## src/rtl/mips_pkg.sv

```systemverilog
// rtl/mips_pkg.sv - shared constants and fetch FSM state type for the MIPS fetch block
//
// Contents:
//   XLEN          - datapath / address width
//   PC_INC        - sequential fetch increment (one 32-bit word)
//   fetch_state_t - fetch FSM states; S_ERROR exists only when
//                   MIPS_FETCH_ALIGN_CHECK_EN is defined
package mips_pkg;

    localparam int XLEN = 32;

    localparam logic [XLEN-1:0] PC_INC = 32'd4;

    typedef enum logic [1:0] {
        S_IDLE  = 2'd0,
        S_REQ   = 2'd1,
        S_VALID = 2'd2
`ifdef MIPS_FETCH_ALIGN_CHECK_EN
        ,
        S_ERROR = 2'd3
`endif
    } fetch_state_t;

endpackage

```

## src/rtl/mips_fetch.sv

```systemverilog
// rtl/mips_fetch.sv - single-outstanding-request MIPS instruction fetch stage
//
// Optional feature macro: MIPS_FETCH_ALIGN_CHECK_EN
//   defined   : misaligned redirect target enters a sticky ERROR state and
//               raises fetch_err until reset
//   undefined : redirect_pc[1:0] is ignored (forced to 2'b00), no fetch_err
//
// Ports:
//   clk          in   clock, all state on rising edge
//   rst          in   synchronous active-high reset
//   stall        in   decode cannot accept the presented instruction
//   redirect     in   branch/jump taken strobe (priority over stall)
//   redirect_pc  in   branch/jump target
//   imem_req     out  instruction memory read request
//   imem_addr    out  word address of the request
//   imem_ack     in   memory completion strobe (may coincide with imem_req)
//   imem_rdata   in   read data, valid with imem_ack
//   instr_valid  out  instr/pc_out hold a deliverable instruction
//   instr        out  fetched instruction word
//   pc_out       out  address of instr
//   pc_plus4     out  pc_out + 4 (wrapping), combinational
//   fetch_err    out  sticky misaligned-target flag (macro only)
module mips_fetch
    import mips_pkg::*;
#(
    parameter logic [XLEN-1:0] RESET_PC = 32'h0000_0000
) (
    input  logic            clk,
    input  logic            rst,
    input  logic            stall,
    input  logic            redirect,
    input  logic [XLEN-1:0] redirect_pc,
    output logic            imem_req,
    output logic [XLEN-1:0] imem_addr,
    input  logic            imem_ack,
    input  logic [XLEN-1:0] imem_rdata,
    output logic            instr_valid,
    output logic [XLEN-1:0] instr,
    output logic [XLEN-1:0] pc_out,
    output logic [XLEN-1:0] pc_plus4
`ifdef MIPS_FETCH_ALIGN_CHECK_EN
    ,
    output logic            fetch_err
`endif
);

    fetch_state_t    r_state, w_state_nxt;
    logic [XLEN-1:0] r_fetch_pc, w_fetch_pc_nxt;
    logic [XLEN-1:0] r_req_addr, w_req_addr_nxt;
    logic [XLEN-1:0] r_pc_out, w_pc_out_nxt;
    logic [XLEN-1:0] r_instr, w_instr_nxt;
    logic            r_instr_valid, w_instr_valid_nxt;
    logic            r_discard, w_discard_nxt;
    logic [XLEN-1:0] w_redirect_pc;
    logic            w_redirect_en;

`ifdef MIPS_FETCH_ALIGN_CHECK_EN
    logic            r_fetch_err, w_fetch_err_nxt;
    logic            w_misaligned;

    assign w_redirect_pc = redirect_pc;
    assign w_misaligned  = |redirect_pc[1:0];
    // ERROR is terminal until reset, so redirects are ignored there.
    assign w_redirect_en = redirect && (r_state != S_ERROR);
    assign fetch_err     = r_fetch_err;
`else
    assign w_redirect_pc = redirect_pc & ~32'h0000_0003;
    assign w_redirect_en = redirect;
`endif

    assign imem_req    = (r_state == S_REQ) && !rst;
    // While a redirected request is still outstanding, r_fetch_pc already
    // holds the new target; the bus must keep showing the old address.
    assign imem_addr   = r_discard ? r_req_addr : r_fetch_pc;
    assign instr_valid = r_instr_valid;
    assign instr       = r_instr;
    assign pc_out      = r_pc_out;
    assign pc_plus4    = r_pc_out + PC_INC;

    always_comb begin
        w_state_nxt       = r_state;
        w_fetch_pc_nxt    = r_fetch_pc;
        w_req_addr_nxt    = r_req_addr;
        w_pc_out_nxt      = r_pc_out;
        w_instr_nxt       = r_instr;
        w_instr_valid_nxt = r_instr_valid;
        w_discard_nxt     = r_discard;
`ifdef MIPS_FETCH_ALIGN_CHECK_EN
        w_fetch_err_nxt   = r_fetch_err;
`endif

        case (r_state)
            S_IDLE: begin
                w_state_nxt = S_REQ;
            end
            S_REQ: begin
                if (imem_ack) begin
                    if (r_discard) begin
                        // Response to a pre-redirect request: drop it and
                        // issue the redirected fetch next cycle.
                        w_discard_nxt = 1'b0;
                    end else if (!w_redirect_en) begin
                        w_instr_nxt       = imem_rdata;
                        w_pc_out_nxt      = r_fetch_pc;
                        w_instr_valid_nxt = 1'b1;
                        w_fetch_pc_nxt    = r_fetch_pc + PC_INC;
                        w_state_nxt       = S_VALID;
                    end
                end else if (w_redirect_en && !r_discard) begin
                    // Only the first redirect captures the bus address; a
                    // later one just retargets r_fetch_pc below.
                    w_discard_nxt  = 1'b1;
                    w_req_addr_nxt = r_fetch_pc;
                end
            end
            S_VALID: begin
                if (!stall) begin
                    w_instr_valid_nxt = 1'b0;
                    w_state_nxt       = S_REQ;
                end
            end
`ifdef MIPS_FETCH_ALIGN_CHECK_EN
            S_ERROR: begin
                w_state_nxt = S_ERROR;
            end
`endif
            default: begin
                w_state_nxt = S_IDLE;
            end
        endcase

        if (w_redirect_en) begin
            w_fetch_pc_nxt    = w_redirect_pc;
            w_instr_valid_nxt = 1'b0;
            w_state_nxt       = S_REQ;
`ifdef MIPS_FETCH_ALIGN_CHECK_EN
            if (w_misaligned) begin
                w_state_nxt     = S_ERROR;
                w_fetch_err_nxt = 1'b1;
                w_discard_nxt   = 1'b0;
            end
`endif
        end
    end

    always_ff @(posedge clk) begin
        if (rst) begin
            r_state       <= S_IDLE;
            r_fetch_pc    <= RESET_PC;
            r_req_addr    <= RESET_PC;
            r_pc_out      <= RESET_PC;
            r_instr       <= '0;
            r_instr_valid <= 1'b0;
            r_discard     <= 1'b0;
`ifdef MIPS_FETCH_ALIGN_CHECK_EN
            r_fetch_err   <= 1'b0;
`endif
        end else begin
            r_state       <= w_state_nxt;
            r_fetch_pc    <= w_fetch_pc_nxt;
            r_req_addr    <= w_req_addr_nxt;
            r_pc_out      <= w_pc_out_nxt;
            r_instr       <= w_instr_nxt;
            r_instr_valid <= w_instr_valid_nxt;
            r_discard     <= w_discard_nxt;
`ifdef MIPS_FETCH_ALIGN_CHECK_EN
            r_fetch_err   <= w_fetch_err_nxt;
`endif
        end
    end

endmodule

```

## config.mk

```make
export PLATFORM = sky130hd
export DESIGN_NAME = mips_fetch
export DESIGN_NICKNAME = d
export VERILOG_FILES = /design/src/rtl/mips_pkg.sv /design/src/rtl/mips_fetch.sv
export SDC_FILE = /design/constraint.sdc
export NUM_CORES = 1
export LEC_CHECK = 0
export BUFFER_PORTS_ARGS = -buffer_cell sky130_fd_sc_hd__clkbuf_2
export CAP_MARGIN = 10
export CORE_MARGIN = 2
export CORE_UTILIZATION = 30
export DETAILED_ROUTE_END_ITERATION = 8
export SYNTH_ARGS = -nofsm -noshare
export SYNTH_HDL_FRONTEND = slang
export SYNTH_SLANG_ARGS = --single-unit
```

## constraint.sdc

```tcl
create_clock -name clk -period 2.8 [get_ports clk]
set_input_delay 0.28 -clock clk [delete_from_list [all_inputs] [get_ports clk]]
set_output_delay 0.28 -clock clk [all_outputs]
set_load 0.05 [all_outputs]
```

==> results.toml, run 1 <==
[yosys]
synth.yosys.warnings = 0
synth_top_cells_by_area = "sky130_fd_sc_hd__dfxtp_1 (41%), sky130_fd_sc_hd__nand2_1 (13%), sky130_fd_sc_hd__a21oi_1 (8.0%)"
synth_ff_type = "sky130_fd_sc_hd__dfxtp_1"
avgSynthCellArea_um2 = 7.73
netlist_instances = 796
syn_area_um2 = 6150
post_synth_num_cell_types = 44
synth.yosys.seq_area_share = 0.410
ys_async_sr_fraction = 0
synth.most_common_cell = "sky130_fd_sc_hd__nand2_1"
synth_commonest_cells = "sky130_fd_sc_hd__nand2_1 (219), sky130_fd_sc_hd__dfxtp_1 (126), sky130_fd_sc_hd__a21oi_1 (98)"
synth.largest_area_cell = "sky130_fd_sc_hd__dfxtp_1"
synthDominantCellAreaShare = 0.410
synth_enable_flop_cells = 0
synth-seq-cells = 126

[cells_and_area]
area_growth_pct = 32.2
nets = 1038
final_layout_size_suffix_gt1_frac = 0.303

[run_status]
outcome = "finished, final reports clean"

[global_route]
remaining_overflow_grt = 0
grt_first_pass_wirelength_um = 30200
number_of_global_route_vias_before_repair = 5808
largest_net_degree_at_the_start_of_global_routing = 78
number_of_antenna_violations_at_the_first_check_in_global_routing = 1
grt_use_total = 0.175

[route]
antenna_violating_nets_post_route = 0
remaining_drc_errors = 0
drt_via_density = 4.90
routed-via-count = 6131
wl_um = 19000
dr.pass1.iters = 5
drt-initial-drc-count = 298
wl_per_cell_um = 15.1

[hold_path]
whs_path_depth = 3
hold_path_startpoint = "imem_rdata[7]"
min-delay-path-class = "in -> reg"

[setup_path]
critical_path.max_stage_delay_ns = 0.64
crit_arrival_ns = 2.35
required_ns = 2.52
crit_path_start = "pc_out[4]$_SDFFE_PP0P_"
cp_num_cells = 5
worst_reg2reg_startpoint = "r_fetch_pc[5]$_SDFFE_PP0P_"
cp_top_family = "simple AND/OR/NAND/NOR gates"
worstPathMaxFanout = 6
reg2regPathDepth = 4
crit_buf_inv = 1
setup.worst_path.class = "reg -> out"
critical_path.startpoint_type = "flip-flop"
crit_path_cell_trace = "nand4_1 -> or4_4 -> nor3_2 -> xor2_2 -> buf_2"
cp-end-kind = "output port"
timing.critical_path.slowest_stage_cell = "sky130_fd_sc_hd__or4_4"

[place]
buffer_ports.inserted = 190
dp_hpwl_um = 13200
finalWeightedCongestion = 0.788
post-place-ws_ns = 0.352

[sta]
final.setup.worst_slack_ns = 0.173
max_freq_mhz = 381
post-route-min-period_ns = 2.63
final-hold-violation-count = 0
max_slew.worst_pin.slew_ns = 0.844
max-slew-margin-rel = 0.437
grt_setup_unrepaired = "false"
finalCritPeriodShare = 0.938
report.final.slew_viol_count = 0
report.final.setup_viol = 0
fin_skew_ns = 0.00737

[clocking]
cts-root-buf = "sky130_fd_sc_hd__clkbuf_16"
tritoncts = "yes"
cts_sink_cnt = 126
cts_made_buffers = 17
clkSlewWorstSetupHoldPaths_ns = 0.06
clockBufferDepth = 2
ctsHtreeMaxLevel = 4
clock_insertion_delay_worst_skew_ns = 0.41

[floorplan]
ios = 199
initial_utilization = 0.305
coreArea_um2 = 20200
die_width_um = 147
fp.dieArea_um2 = 21700
placement_rows = 52
die_h_um = 147

[pwr]
power-per-cell-area_nw_per_um2 = 626
vdd.ir_drop.worst_mv = 0.408
power.leakage_nw = 3.25
post_layout_power_w = 0.00509

[job]
drv_cap = 0
-- worst register-to-register path, stage by stage, from the launching register on --
cell	delay, ns
sky130_fd_sc_hd__dfxtp_1	0.48
sky130_fd_sc_hd__nand3_1	0.17
sky130_fd_sc_hd__or4_1	0.71
sky130_fd_sc_hd__or4_1	0.57
sky130_fd_sc_hd__a311oi_1	0.26
-- cell families (layout without fill, tap and decap cells) --
logic type	count (synthesis)	count (layout)	synth area share
other	1	8	0.000610
xor gates and xnor gates	37	37	0.0527
adders and majority gates	2	2	0.00407
AOI/OAI and AO/OA	152	152	0.145
muxes	29	29	0.0531
DFF	126	126	0.410
buffers and inverters	78	257	0.0527
and+or+nand+nor	371	371	0.282
-- where the power goes --
group | switching, W | internal [W]
Combinational | 0.000487 | 0.000195
Clock | 0.000850 | 0.00161
Sequential | 0.0000895 | 0.00186
Total | 0.00143 | 0.00366
-- metal layers --
layer / up-vias / global-route usage / share of wire
li1: 3101 / - / -
met1: 2796 / 0.226 / 0.45
met2: 203 / 0.275 / 0.45
met3: 31 / 0.0534 / 0.075
met4: 0 / 0.0668 / 0.024
met5: - / 0 / 0
-- worst paths after layout --
| check | to | slack (ns) |
|---|---|---|
| worst min register to register | r_req_addr[27]$_SDFFE_PP0P_ | 0.45 |
| worst max register to register | r_fetch_pc[19]$_SDFFE_PP0P_ | 0.53 |
| worst max-delay path | pc_plus4[27] | 0.17 |
| worst min-delay path | instr[7]$_SDFFE_PP0P_ | 0.08 |
-- registers in the layout (all words and copies together) (netlist names) --
name,cells
instr,32
pc_out,30
r_fetch_pc,30
r_req_addr,30
r_state,2
instr_valid,1
r_discard,1
-- area by class of cell --
class	count	area, um^2
fill	2149	12000
multi-input combinational	597	3430
sequential	126	2520
timing repair buffer	214	1150
clock buffer	19	443
tap	270	338
clock inverter	13	213
inverter	11	41.3
antenna	2	5.00
-- layout by cell type, fill, tap and decap left out, types with 6 or more instances in the layout --
master / n
sky130_fd_sc_hd__nand2_1: 218
sky130_fd_sc_hd__clkbuf_2: 187
sky130_fd_sc_hd__dfxtp_1: 126
sky130_fd_sc_hd__a21oi_1: 98
sky130_fd_sc_hd__nor2_1: 31
sky130_fd_sc_hd__mux2_2: 29
sky130_fd_sc_hd__nand4_1: 26
sky130_fd_sc_hd__buf_4: 24
sky130_fd_sc_hd__nand3_1: 18
sky130_fd_sc_hd__clkbuf_16: 17
sky130_fd_sc_hd__xnor2_1: 16
sky130_fd_sc_hd__a211oi_1: 14
sky130_fd_sc_hd__and4_1: 12
sky130_fd_sc_hd__nor4_1: 12
sky130_fd_sc_hd__xor2_1: 12
sky130_fd_sc_hd__inv_1: 11
sky130_fd_sc_hd__o21ai_0: 10
sky130_fd_sc_hd__or4_1: 9
sky130_fd_sc_hd__or3_1: 8
sky130_fd_sc_hd__and3_1: 6
sky130_fd_sc_hd__a2111oi_0: 6
sky130_fd_sc_hd__nor3_1: 6
sky130_fd_sc_hd__a311oi_1: 6
sky130_fd_sc_hd__conb_1: 6
-- per-stage QoR --
step	std cells	utilization	cell area, um^2	hold slack (ns)	setup TNS [ns]
6_report	1252	0.403	8140	0.0828	0
5_1_grt	1250	0.403	8130	0.0776	0
4_1_cts	1249	0.402	8110	0.0669	-0.0338
3_5_place_dp	1217	0.369	7450	0.443	0
3_3_place_gp	1217	0.369	7450	0.438	0
2_1_floorplan	801	-	6240	0.377	0
-- timing repair --
action	in CTS	in global routing
cloned	0	0
endpoints found under the setup margin	2	3
pin swaps	0	1
buffers inserted	0	1
hold buffers	0	0
resized for setup	1	5
No activity file was read; power rests on OpenSTA's default activity.
==> inputs of run 2 (changes only) <==
==> constraint.sdc (replaced) <==
create_clock -name clk -period 2.7 [get_ports clk]
set_input_delay 0.27 -clock clk [delete_from_list [all_inputs] [get_ports clk]]
set_output_delay 0.27 -clock clk [all_outputs]
set_load 0.05 [all_outputs]
==> run 2 against run 1 <==
  * Final cell count is 0.72% higher
  * Clock skew about the same
  * Combinational power increased by 6.1%
  * Routed wire length rose by 0.36%
  * Sequential power rose by 3%
  * Critical path type unchanged
  * Critical endpoint is now pc_plus4[25]
  * Largest cell class unchanged
  * Highest routed layer unchanged
==> results.toml, run 2 (synthesis results as in run 1) <==
[sta]
max_freq_mhz = 391
final.setup.worst_slack_ns = 0.143
post-route-min-period_ns = 2.56
finalCritPeriodShare = 0.947
report.final.setup_viol = 0
final-hold-violation-count = 0
report.final.slew_viol_count = 0
max_slew.worst_pin.slew_ns = 0.594
grt_setup_unrepaired = "true"
fin_skew_ns = 0.00715
max-slew-margin-rel = 0.604

[place]
finalWeightedCongestion = 0.812
dp_hpwl_um = 13500
post-place-ws_ns = 0.341
buffer_ports.inserted = 190

[floorplan]
initial_utilization = 0.305
coreArea_um2 = 20200
ios = 199
die_h_um = 147
placement_rows = 52
die_width_um = 147
fp.dieArea_um2 = 21700

[clocking]
cts-root-buf = "sky130_fd_sc_hd__clkbuf_16"
clockBufferDepth = 2
clkSlewWorstSetupHoldPaths_ns = 0.06
cts_made_buffers = 17
ctsHoldBuffers = 0
cts_sink_cnt = 126
clock_insertion_delay_worst_skew_ns = 0.42
cts_setup_buffers = 0
tritoncts = "yes"
ctsHtreeMaxLevel = 4

[global_route]
gr-usage-met1 = 0.229
number_of_antenna_violations_at_the_first_check_in_global_routing = 2
grt_util_met2 = 0.282
grt_first_pass_wirelength_um = 30500
remaining_overflow_grt = 0
largest_net_degree_at_the_start_of_global_routing = 58
top_usage_layer = "met2"
grt_use_total = 0.176
groute.layer.met3.usage = 0.0534
number_of_global_route_vias_before_repair = 5777

[cells_and_area]
largest_register_ffs = 32
area_growth_pct = 34.5
layout_commonest_cell = "sky130_fd_sc_hd__nand2_1"
nets = 1047
final_layout_size_suffix_gt1_frac = 0.320
fillers = 2102
fin_util = 0.410
final_cell_mix = "sky130_fd_sc_hd__nand2_1 (218), sky130_fd_sc_hd__clkbuf_2 (185), sky130_fd_sc_hd__dfxtp_1 (125)"

[setup_path]
cp-end-kind = "output port"
timing.critical_path.slowest_stage_cell = "sky130_fd_sc_hd__or4_4"
crit_buf_inv = 1
setup.worst_path.class = "reg -> out"
required_ns = 2.43
crit_path_cell_trace = "nand4_1 -> or4_4 -> nor2_1 -> xor2_2 -> clkbuf_2"
worstPathMaxFanout = 5
crit_arrival_ns = 2.29
critical_path.startpoint_type = "flip-flop"
cp_top_family = "simple AND/OR/NAND/NOR gates"
critical_path.max_stage_delay_ns = 0.64

[route]
antenna_violating_nets_post_route = 0
wl_um = 19000
wl_per_cell_um = 15.1
routed-via-count = 6152
dr.pass1.iters = 4
remaining_drc_errors = 0
drt_via_density = 4.88
drt-initial-drc-count = 220

[run_status]
outcome = "finished, final reports clean"

[pwr]
post_layout_power_w = 0.00535
power-per-cell-area_nw_per_um2 = 646
vdd.ir_drop.worst_mv = 0.459
power.leakage_nw = 3.33

[job]
drv_cap = 0

[hold_path]
min-delay-path-class = "in -> reg"
run 2: routing by layer:
metal | vias to the layer above | wire length (um)
met4 | 0 | 239
met3 | 16 | 1290
met1 | 2835 | 8780
li1 | 3118 | -
met2 | 183 | 8720
met5 | - | 0
run 2: path summary, 6_finish.rpt:
| kind | endpoint | cells after the start | slack, ns | from |
|---|---|---|---|---|
| worst min register to register | r_req_addr[16]$_SDFFE_PP0P_ | 2 | 0.45 | r_req_addr[16]$_SDFFE_PP0P_ |
| worst min-delay path | instr[15]$_SDFFE_PP0P_ | 3 | 0.07 | imem_rdata[15] |
| worst max-delay path | pc_plus4[25] | 5 | 0.14 | pc_out[5]$_SDFFE_PP0P_ |
| worst max register to register | r_fetch_pc[19]$_SDFFE_PP0P_ | 4 | 0.48 | r_fetch_pc[5]$_SDFFE_PP0P_ |
run 2: power by group:
part | internal (W) | total, W | switching [W] | leakage [nW]
registers | 0.00193 | 0.00201 | 0.0000847 | 1.03
logic | 0.000210 | 0.000725 | 0.000514 | 1.99
clock network | 0.00172 | 0.00261 | 0.000891 | 0.319
total | 0.00386 | 0.00535 | 0.00149 | 3.33
run 2: worst register-to-register path: stages, from the launching register on:
cell and delay (ns):
sky130_fd_sc_hd__dfxtp_1 0.46, sky130_fd_sc_hd__nand3_1 0.15, sky130_fd_sc_hd__or4_1 0.70, sky130_fd_sc_hd__or4_1 0.56, sky130_fd_sc_hd__a311oi_1 0.27
run 2: final cells by class:
| class | instances | area (um^2) | share of cell area |
|---|---|---|---|
| Inverter | 11 | 41.3 | 0.00499 |
| Multi-Input combinational cell | 597 | 3490 | 0.421 |
| Antenna cell | 2 | 5.00 | 0.000605 |
| Clock inverter | 12 | 208 | 0.0251 |
| Timing Repair Buffer | 223 | 1210 | 0.146 |
| Tap cell | 270 | 338 | 0.0408 |
| Clock buffer | 20 | 467 | 0.0564 |
| Sequential cell | 126 | 2520 | 0.305 |
run 2: through the flow:
| stage | setup TNS, ns | instance area (um^2) | cells | hold WS [ns] |
|---|---|---|---|---|
| after floorplan | -0.00427 | 6280 | 801 | 0.367 |
| after detailed placement | 0 | 7550 | 1227 | 0.443 |
| after global placement | 0 | 7550 | 1227 | 0.438 |
| after CTS | 0 | 8250 | 1259 | 0.0484 |
| final | 0 | 8280 | 1261 | 0.0669 |
| after global routing | -0.00375 | 8270 | 1259 | 0.0700 |
run 2: what timing repair did:
item,4_1_cts,5_1_grt
resized for setup,5,9
endpoints found under the setup margin,4,5
hold endpoints to repair,0,0
